==> config.mk <==
export PLATFORM = sky130hd
export DESIGN_NAME = pipe_stage_skid_reg_flat
export DESIGN_NICKNAME = d
export VERILOG_FILES = /design/src/rtl/pipe_stage_skid_reg_if.sv /design/src/rtl/pipe_stage_skid_reg.sv /design/src/flat_wrapper.sv
export SDC_FILE = /design/constraint.sdc
export NUM_CORES = 1
export LEC_CHECK = 0
export ABC_CLOCK_PERIOD_IN_PS = 6840
export CORE_MARGIN = 1.5
export CORE_UTILIZATION = 45
export CTS_CLUSTER_DIAMETER = 50
export DETAILED_ROUTE_END_ITERATION = 7
export DONT_BUFFER_PORTS = 1
export PLACE_DENSITY = 0.61
export SETUP_SLACK_MARGIN = 0.15
export SLEW_MARGIN = 20
export SYNTH_ARGS = -nofsm -noshare
export SYNTH_HDL_FRONTEND = slang
export SYNTH_SLANG_ARGS = --single-unit
==> constraint.sdc <==
create_clock -name clk -period 6.84 [get_ports clk]
set_clock_uncertainty 0.2 [all_clocks]
set_input_delay 1.026 -clock clk [delete_from_list [all_inputs] [get_ports clk]]
set_output_delay 1.026 -clock clk [all_outputs]
set_load 0.01 [all_outputs]
==> src/rtl/pipe_stage_skid_reg_if.sv <==
// Valid/ready/data handshake bundle for one side of a pipeline stage boundary.
// The master drives valid and data; the slave drives ready.
interface pipe_stage_skid_reg_if #(
  parameter int DATA_W = 64
);
  logic              valid;
  logic              ready;
  logic [DATA_W-1:0] data;

  modport master (output valid, output data, input ready);
  modport slave  (input valid, input data, output ready);
endinterface

==> src/rtl/pipe_stage_skid_reg.sv <==
// Pipeline stage register with a 2-entry skid buffer, a fully registered in_ready and a synchronous flush to a bubble.
// Optional perf counters (stall_cycles_o, flush_drops_o) are enabled by defining PIPE_STAGE_PERF_EN.
module pipe_stage_skid_reg #(
  parameter int                DATA_W     = 64,
  parameter logic [DATA_W-1:0] BUBBLE_VAL = {DATA_W{1'b0}}
`ifdef PIPE_STAGE_PERF_EN
  ,
  parameter int                CNT_W      = 16
`endif
) (
  input  logic                  clk,
  input  logic                  rst,
  input  logic                  flush_i,
  pipe_stage_skid_reg_if.slave  in_if,
  pipe_stage_skid_reg_if.master out_if
`ifdef PIPE_STAGE_PERF_EN
  ,
  output logic [CNT_W-1:0]      stall_cycles_o,
  output logic [CNT_W-1:0]      flush_drops_o
`endif
);

  typedef enum logic [1:0] {
    ST_EMPTY = 2'b00,
    ST_ONE   = 2'b01,
    ST_FULL  = 2'b11
  } state_e;

  state_e            state_q;
  logic [DATA_W-1:0] main_q;
  logic [DATA_W-1:0] skid_q;
  logic              out_valid;
  logic              in_ready;
  logic              accept;
  logic              emit;

  // Handshake outputs decode from the state register only, never from in_valid/out_ready.
  assign out_valid    = (state_q != ST_EMPTY);
  assign in_ready     = (state_q != ST_FULL);
  assign accept       = in_if.valid & in_ready;
  assign emit         = out_valid & out_if.ready;
  assign in_if.ready  = in_ready;
  assign out_if.valid = out_valid;
  assign out_if.data  = main_q;

  // Stage FSM: main always holds the head entry, skid holds the second one when FULL.
  always_ff @(posedge clk or posedge rst) begin
    if (rst) begin
      state_q <= ST_EMPTY;
      main_q  <= BUBBLE_VAL;
      skid_q  <= BUBBLE_VAL;
    end else if (flush_i) begin
      state_q <= ST_EMPTY;
      main_q  <= BUBBLE_VAL;
      skid_q  <= BUBBLE_VAL;
    end else begin
      case (state_q)
        ST_EMPTY: begin
          if (accept) begin
            state_q <= ST_ONE;
            main_q  <= in_if.data;
          end else begin
            state_q <= ST_EMPTY;
          end
        end
        ST_ONE: begin
          case ({accept, emit})
            2'b11: main_q <= in_if.data;
            2'b10: begin
              state_q <= ST_FULL;
              skid_q  <= in_if.data;
            end
            2'b01: state_q <= ST_EMPTY;
            default: state_q <= ST_ONE;
          endcase
        end
        ST_FULL: begin
          if (emit) begin
            state_q <= ST_ONE;
            main_q  <= skid_q;
          end else begin
            state_q <= ST_FULL;
          end
        end
        default: begin
          state_q <= ST_EMPTY;
          main_q  <= BUBBLE_VAL;
          skid_q  <= BUBBLE_VAL;
        end
      endcase
    end
  end

`ifdef PIPE_STAGE_PERF_EN
  localparam logic [CNT_W-1:0] CNT_MAX = {CNT_W{1'b1}};
  localparam logic [CNT_W-1:0] CNT_ONE = CNT_W'(1);

  logic [CNT_W-1:0] stall_q;
  logic [CNT_W-1:0] stall_d;
  logic [CNT_W-1:0] drops_q;
  logic [CNT_W-1:0] drops_d;

  // Saturating counters; flush does not clear them, only rst does.
  always_comb begin
    stall_d = stall_q;
    drops_d = drops_q;
    if (out_valid && !out_if.ready && (stall_q != CNT_MAX)) begin
      stall_d = stall_q + CNT_ONE;
    end else begin
      stall_d = stall_q;
    end
    if (flush_i && out_valid && (drops_q != CNT_MAX)) begin
      drops_d = drops_q + CNT_ONE;
    end else begin
      drops_d = drops_q;
    end
  end

  // Counter state registers.
  always_ff @(posedge clk or posedge rst) begin
    if (rst) begin
      stall_q <= {CNT_W{1'b0}};
      drops_q <= {CNT_W{1'b0}};
    end else begin
      stall_q <= stall_d;
      drops_q <= drops_d;
    end
  end

  assign stall_cycles_o = stall_q;
  assign flush_drops_o  = drops_q;
`endif

endmodule

==> src/flat_wrapper.sv <==
// flat-port wrapper written by rule: the top's interface ports become plain ports
module pipe_stage_skid_reg_flat 
#(
  parameter int                DATA_W     = 64,
  parameter logic [DATA_W-1:0] BUBBLE_VAL = {DATA_W{1'b0}}

)
  (clk, rst, flush_i, in_if_valid, in_if_data, in_if_ready, out_if_valid, out_if_data, out_if_ready);
  pipe_stage_skid_reg_if #(.DATA_W(DATA_W)) in_if_i ();
  pipe_stage_skid_reg_if #(.DATA_W(DATA_W)) out_if_i ();
  input  logic clk;
  input  logic rst;
  input  logic flush_i;
  input wire logic [$bits(in_if_i.valid)-1:0] in_if_valid;
  input wire logic [$bits(in_if_i.data)-1:0] in_if_data;
  output wire logic [$bits(in_if_i.ready)-1:0] in_if_ready;
  output wire logic [$bits(out_if_i.valid)-1:0] out_if_valid;
  output wire logic [$bits(out_if_i.data)-1:0] out_if_data;
  input wire logic [$bits(out_if_i.ready)-1:0] out_if_ready;
  assign in_if_i.valid = in_if_valid;
  assign in_if_i.data = in_if_data;
  assign in_if_ready = in_if_i.ready;
  assign out_if_valid = out_if_i.valid;
  assign out_if_data = out_if_i.data;
  assign out_if_i.ready = out_if_ready;
  pipe_stage_skid_reg #(.DATA_W(DATA_W), .BUBBLE_VAL(BUBBLE_VAL)) u_core (.clk(clk), .rst(rst), .flush_i(flush_i), .in_if(in_if_i), .out_if(out_if_i));
endmodule
==> results of run 1 <==
[metrics by stage]
step / instance area [um^2] / setup slack [ps] / cells / power [mW] / hold WS, ps
6_report: 7652 / 3559 / 861 / 2.116 / 330.9
5_1_grt: 7652 / 3326 / 861 / 2.212 / 364.0
4_1_cts: 7652 / 3525 / 861 / 2.138 / 348.7
3_5_place_dp: 7103 / 3352 / 829 / 1.282 / 338.1
3_3_place_gp: 7103 / 3481 / 829 / 1.271 / 322.2
2_1_floorplan: 7138 / 2145 / 679 / 1.239 / 304.3
[final cells by class]
| type | instances | area, um^2 |
|---|---|---|
| multi-input combinational | 431 | 3344 |
| sequential | 130 | 3253 |
| fill | 1398 | 7719 |
| clock buffer | 22 | 464.2 |
| clock inverter | 10 | 85.08 |
| inverter | 51 | 196.4 |
| timing repair buffer | 6 | 45.04 |
| tap | 211 | 264.0 |
[layer usage]
layer	up-vias	track usage	share of wire
met4	0	0.09385	0.026
met3	35	0.07983	0.083
met2	172	0.3426	0.47
met1	2558	0.2756	0.42
met5	-	0	0
li1	2332	-	-
[kinds of logic after synthesis]
family / after synthesis
adders and majority gates: 4
and+or+nand+nor: 183
buffers and inverters: 118
DFF: 130
AOI/OAI and AO/OA: 179
muxes: 65
[layout by cell type, fill, tap and decap left out, types with 2 or more instances in the layout]
cell type	instances
clkbuf_8	2
o32ai_1	46
nand2b_1	19
ha_1	2
nor2b_1	66
mux2_4	60
mux2_2	4
clkinv_4	2
nand2_1	20
clkbuf_16	17
o22ai_1	18
clkinv_2	6
dfrtp_1	130
inv_1	50
ha_2	2
nor2_1	68
clkbuf_1	3
buf_4	6
a22oi_1	109
nand4_1	2
[registers in the layout, indices dropped and copies added (netlist names)]
signal / cells
u_core.state_q: 2
u_core.out_if.data: 64
u_core.skid_q: 64
[where the power goes]
part / switching, mW / internal [mW]
Combinational: 0.206 / 0.168
Clock: 0.337 / 0.515
Sequential: 0.0633 / 0.827
[worst min path at each step]
| stage | cells after the start | start | to | slack (ps) |
|---|---|---|---|---|
| CTS | 2 | u_core.skid_q[57] | u_core.skid_q[57] | 350 |
| floorplan | 2 | u_core.skid_q[57] | u_core.skid_q[57] | 300 |
| global placement | 2 | u_core.skid_q[57] | u_core.skid_q[57] | 320 |
| global route | 1 | rst | u_core.out_if.data[35] | 360 |
| detailed placement | 2 | u_core.skid_q[57] | u_core.skid_q[57] | 340 |
| finish | 1 | rst | u_core.out_if.data[40] | 330 |
==> impl_metrics.py, run 1 <==
metrics = {
    "yosys": {
        "ys_seq_area_frac": 0.4557,
        "synth_fp_nets": 752,
        "synth_most_common_cell": "dfrtp_1",
        "synth-xor-area-share": 0,
        "synth_area_per_cell_um2": 10.51,
        "synthesis.area_um2": 7138,
        "synth_top_family_by_area": "compound AO/OA/AOI/OAI gates",
        "ys_warn_count": 0,
        "synth_commonest_cells": "130 x dfrtp_1, 109 x a22oi_1, 68 x nor2_1",
        "synth_simple_gate_area_frac": 0.1304,
        "synth_top_area_frac": 0.4557,
        "synth.area.mux_share": 0.1339,
        "synth-edff-count": 0,
        "synthCells": 679,
        "yosys.area_share.adder": 0.007011,
        "synth_cell_types": 32,
        "ys_ff_latch": 130,
        "synth-compound-area-share": 0.1949,
        "postSynth.asyncResetShare": 1.000,
        "yosysTopAreaCell": "dfrtp_1",
        "synth_ff_type": "dfrtp_1",
        "ys_top_cells_by_area": "dfrtp_1 46%, mux2_4 13%, a22oi_1 11%",
    },
    "detailed_routing": {
        "vias": 5097,
        "firstDrtPassIters": 5,
        "wl_um": 17520,
        "via_per_inst": 5.920,
        "wl_per_cell_um": 20.35,
        "drt_iter0_markers": 419,
        "drtAntennaViolNets": 0,
        "drc": 0,
    },
    "timing": {
        "hold_viol": 0,
        "relSlewSlack": 0.3120,
        "setup_tns_ps": 0,
        "worstMarginPinSlew_ps": 1028,
        "rsz0062_at_grt": "no",
        "slew_violations": 0,
        "period_share": 0.4797,
        "max_freq_mhz": 304.8,
        "finalSetupViolCount": 0,
        "layout_min_cycle_time_ps": 3281,
    },
    "status": {
        "status": "finished, final reports clean",
    },
    "clock_network": {
        "clock-sinks": 130,
        "clockBufferDepth": 2,
        "clk_latency_ps": 420,
        "cts_tree": "yes",
        "ctsResizeCount": 0,
        "h-tree-depth": 4,
        "post-cts-setup-buffers": 0,
        "hold_buffers": 0,
        "cts_buffers": 17,
        "clkSlewWorstSetupHoldPaths_ps": 60,
        "cts-root-buf": "clkbuf_16",
    },
    "die": {
        "num_rows": 45,
        "die_w_um": 128.9,
        "initial_core_util": 0.4644,
        "dieArea_um2": 16630,
        "die_y_um": 128.9,
        "ios": 135,
        "coreArea_um2": 15370,
    },
    "worst_setup_path": {
        "crit_cells": 7,
        "cp-startpoint": "u_core.state_q[1]",
        "cp-endpoint": "u_core.out_if.data[14]",
        "worstPathCellList": "inv_1 -> ha_1 -> or2_4 -> o22ai_2 -> a21oi_4 -> buf_4 -> mux2_2",
        "ff2ff_setup_slack_ps": 3560,
        "critPathKind": "register to register",
        "r2r-start": "u_core.state_q[1]",
        "cp-start-kind": "register",
        "required_ps": 6950,
        "cp.arrival_ps": 3390,
        "critPathTopFamily": "simple AND/OR/NAND/NOR gates",
        "r2r_cells": 7,
        "reg2reg_to": "u_core.out_if.data[14]",
        "path_buf_inv": 2,
        "crit_path_max_incr_delay_ps": 740,
        "crit_path_max_fanout": 66,
        "worstSetupEndpointType": "register",
        "crit_slowest_cell": "or2_4",
    },
    "power": {
        "total_leakage_power_nw": 3.292,
        "power.density_nw_per_um2": 276.6,
        "irDropWorstVdd_uv": 177.2,
    },
    "placed_design": {
        "gp_congestion": 0.8271,
        "port_buffers": 0,
        "dp.final_hpwl_um": 10100,
    },
    "global_routing": {
        "grt_pass1_wl_um": 28300,
        "grt_max_degree": 150,
        "grt_use_total": 0.2196,
        "grt_pass1_vias": 5339,
        "grt_overflow": 0,
        "antenna_found_initial": 0,
    },
    "finish": {
        "post-route-util": 0.4978,
        "layout-drive-gt1-share": 0.1692,
        "n_antenna_cell": 0,
        "layout.nets": 710,
        "area_growth_pct": 7.204,
    },
    "run": {
        "drv_cap": 0,
    },
    "worst_hold_path": {
        "hp-class": "primary input to asynchronous set/reset pin",
    },
}
No activity file was read; power rests on OpenSTA's default activity.
==> run 2, diff against run 1 <==
Settings changed: ABC_CLOCK_PERIOD_IN_PS 6840 to 3200.
Clock period 6.84 ns to 3.2 ns, I/O delays scaled along.
==> impl_metrics.py, run 2 (synthesized netlist as in run 1, its figures left out) <==
metrics = {
    "status": {
        "status": "finished, final reports clean",
    },
    "timing": {
        "slew_violations": 0,
        "setup_tns_ps": 0,
        "period_share": 0.8789,
        "worstMarginPinSlew_ps": 991.6,
        "max_freq_mhz": 355.6,
        "relSlewSlack": 0.3390,
        "hold_viol": 0,
        "fin_hold_ws_ps": 23.43,
        "rsz0062_at_grt": "no",
        "layout_min_cycle_time_ps": 2813,
        "finalSetupViolCount": 0,
    },
    "worst_setup_path": {
        "critPathKind": "register to register",
        "crit_path_max_fanout": 23,
        "cp.arrival_ps": 2910,
        "required_ps": 3300,
        "cp-start-kind": "register",
        "r2r_cells": 6,
        "worstSetupEndpointType": "register",
    },
    "clock_network": {
        "clk_latency_ps": 410,
        "cts_buffers": 17,
        "cts-root-buf": "clkbuf_16",
        "cts_tree": "yes",
        "clkSlewWorstSetupHoldPaths_ps": 50,
        "clock-sinks": 130,
        "post-cts-setup-buffers": 0,
        "h-tree-depth": 4,
        "clockBufferDepth": 2,
    },
    "placed_design": {
        "port_buffers": 0,
        "gp_congestion": 0.7958,
        "dp.final_hpwl_um": 10350,
    },
    "global_routing": {
        "grt_use_total": 0.2252,
        "grt_overflow": 0,
        "grt_pass1_wl_um": 29130,
        "grt_max_degree": 87,
        "grt_pass1_vias": 5466,
        "antenna_found_initial": 0,
    },
    "worst_hold_path": {
        "min_path_cells": 2,
        "hp-class": "primary input to register",
    },
    "die": {
        "coreArea_um2": 15370,
        "num_rows": 45,
        "initial_core_util": 0.4644,
        "die_y_um": 128.9,
        "die_w_um": 128.9,
        "ios": 135,
        "dieArea_um2": 16630,
    },
    "finish": {
        "regArea_um2": 3253,
        "layout_common_cells": "130 x dfrtp_1, 109 x a22oi_1, 68 x nor2_1, 66 x nor2b_1, 60 x mux2_4",
        "layout-drive-gt1-share": 0.1749,
        "final_common_cell": "dfrtp_1",
        "n_antenna_cell": 0,
        "layout.nets": 731,
        "area_growth_pct": 11.10,
        "multiInputGateArea_um2": 3347,
        "nFillCells": 1355,
    },
    "detailed_routing": {
        "firstDrtPassIters": 5,
        "drtAntennaViolNets": 0,
        "drt_iter0_markers": 363,
        "wl_per_cell_um": 20.09,
        "vias": 5204,
        "wl_um": 17680,
        "drc": 0,
        "via_per_inst": 5.914,
    },
    "power": {
        "seq_power_share": 0.412,
        "p_sw_frac": 0.2760,
        "p_int_mw": 3.347,
        "irDropWorstVdd_uv": 400.1,
        "power.density_nw_per_um2": 582.8,
        "clockPowerShare": 0.402,
        "combPwrFrac": 0.186,
        "switchingPower_mw": 1.275,
        "total_leakage_power_nw": 3.418,
    },
    "run": {
        "drv_cap": 0,
    },
}
run 2: path summary, 6_finish.rpt:
path                                    from                      to  slack (ps)
max                        u_core.state_q[0]       u_core.skid_q[39]         390
min                           in_if_data[11]       u_core.skid_q[11]          20
max reg2reg                u_core.state_q[0]       u_core.skid_q[39]         390
min reg2reg                u_core.skid_q[57]       u_core.skid_q[57]         350
max in group asynchronous                rst       u_core.skid_q[18]        1550
min in group asynchronous                rst  u_core.out_if.data[49]         370
run 2: power groups by stage:
| stage | sequential [mW] | clock [mW] | combinational [mW] |
|---|---|---|---|
| after CTS | 1.91 | 1.90 | 0.871 |
| after global routing | 1.92 | 1.98 | 0.945 |
| after detailed placement | 1.93 | 0 | 0.840 |
| after floorplan | 1.90 | 0 | 0.746 |
| after global placement | 1.93 | 0 | 0.819 |
| final | 1.90 | 1.86 | 0.861 |
run 2: final cells by class:
type                            instances  area share
Inverter                               51     0.02461
Tap cell                              211     0.03329
Sequential cell                       130      0.4102
Clock inverter                          5    0.006311
Multi-Input combinational cell        431      0.4221
Clock buffer                           25     0.06500
Timing Repair Buffer                   27     0.03850
run 2: routing by layer:
layer  vias to the layer above  routed length [um]  GRT usage
li1                       2379                   -          -
met1                      2620                7830     0.2878
met2                       180                8190     0.3514
met3                        25                1303    0.07443
met4                         0                 352    0.09451
met5                         -                   0          0
run 2: worst max-delay path, cell delays in order, from the launching register on:
cell	delay (ps)
dfrtp_1	400
ha_2	370
nand2b_1	270
nor3_4	750
buf_4	430
a22oi_1	110
o32ai_1	150
run 2: per-stage QoR:
step	cell area (um^2)	total power, mW	setup WS (ps)	utilization	std cells
2_1_floorplan	7142	2.649	910.8	-	679
3_3_place_gp	7204	2.751	456.0	0.4687	836
3_5_place_dp	7204	2.770	398.7	0.4687	836
4_1_cts	7928	4.680	383.8	0.5158	880
5_1_grt	7930	4.842	202.2	0.5159	880
6_report	7930	4.622	387.5	0.5159	880
run 2: repair_timing:
item,CTS,global route
resized for setup,0,0
hold buffers,14,0
hold endpoints to repair,78,0
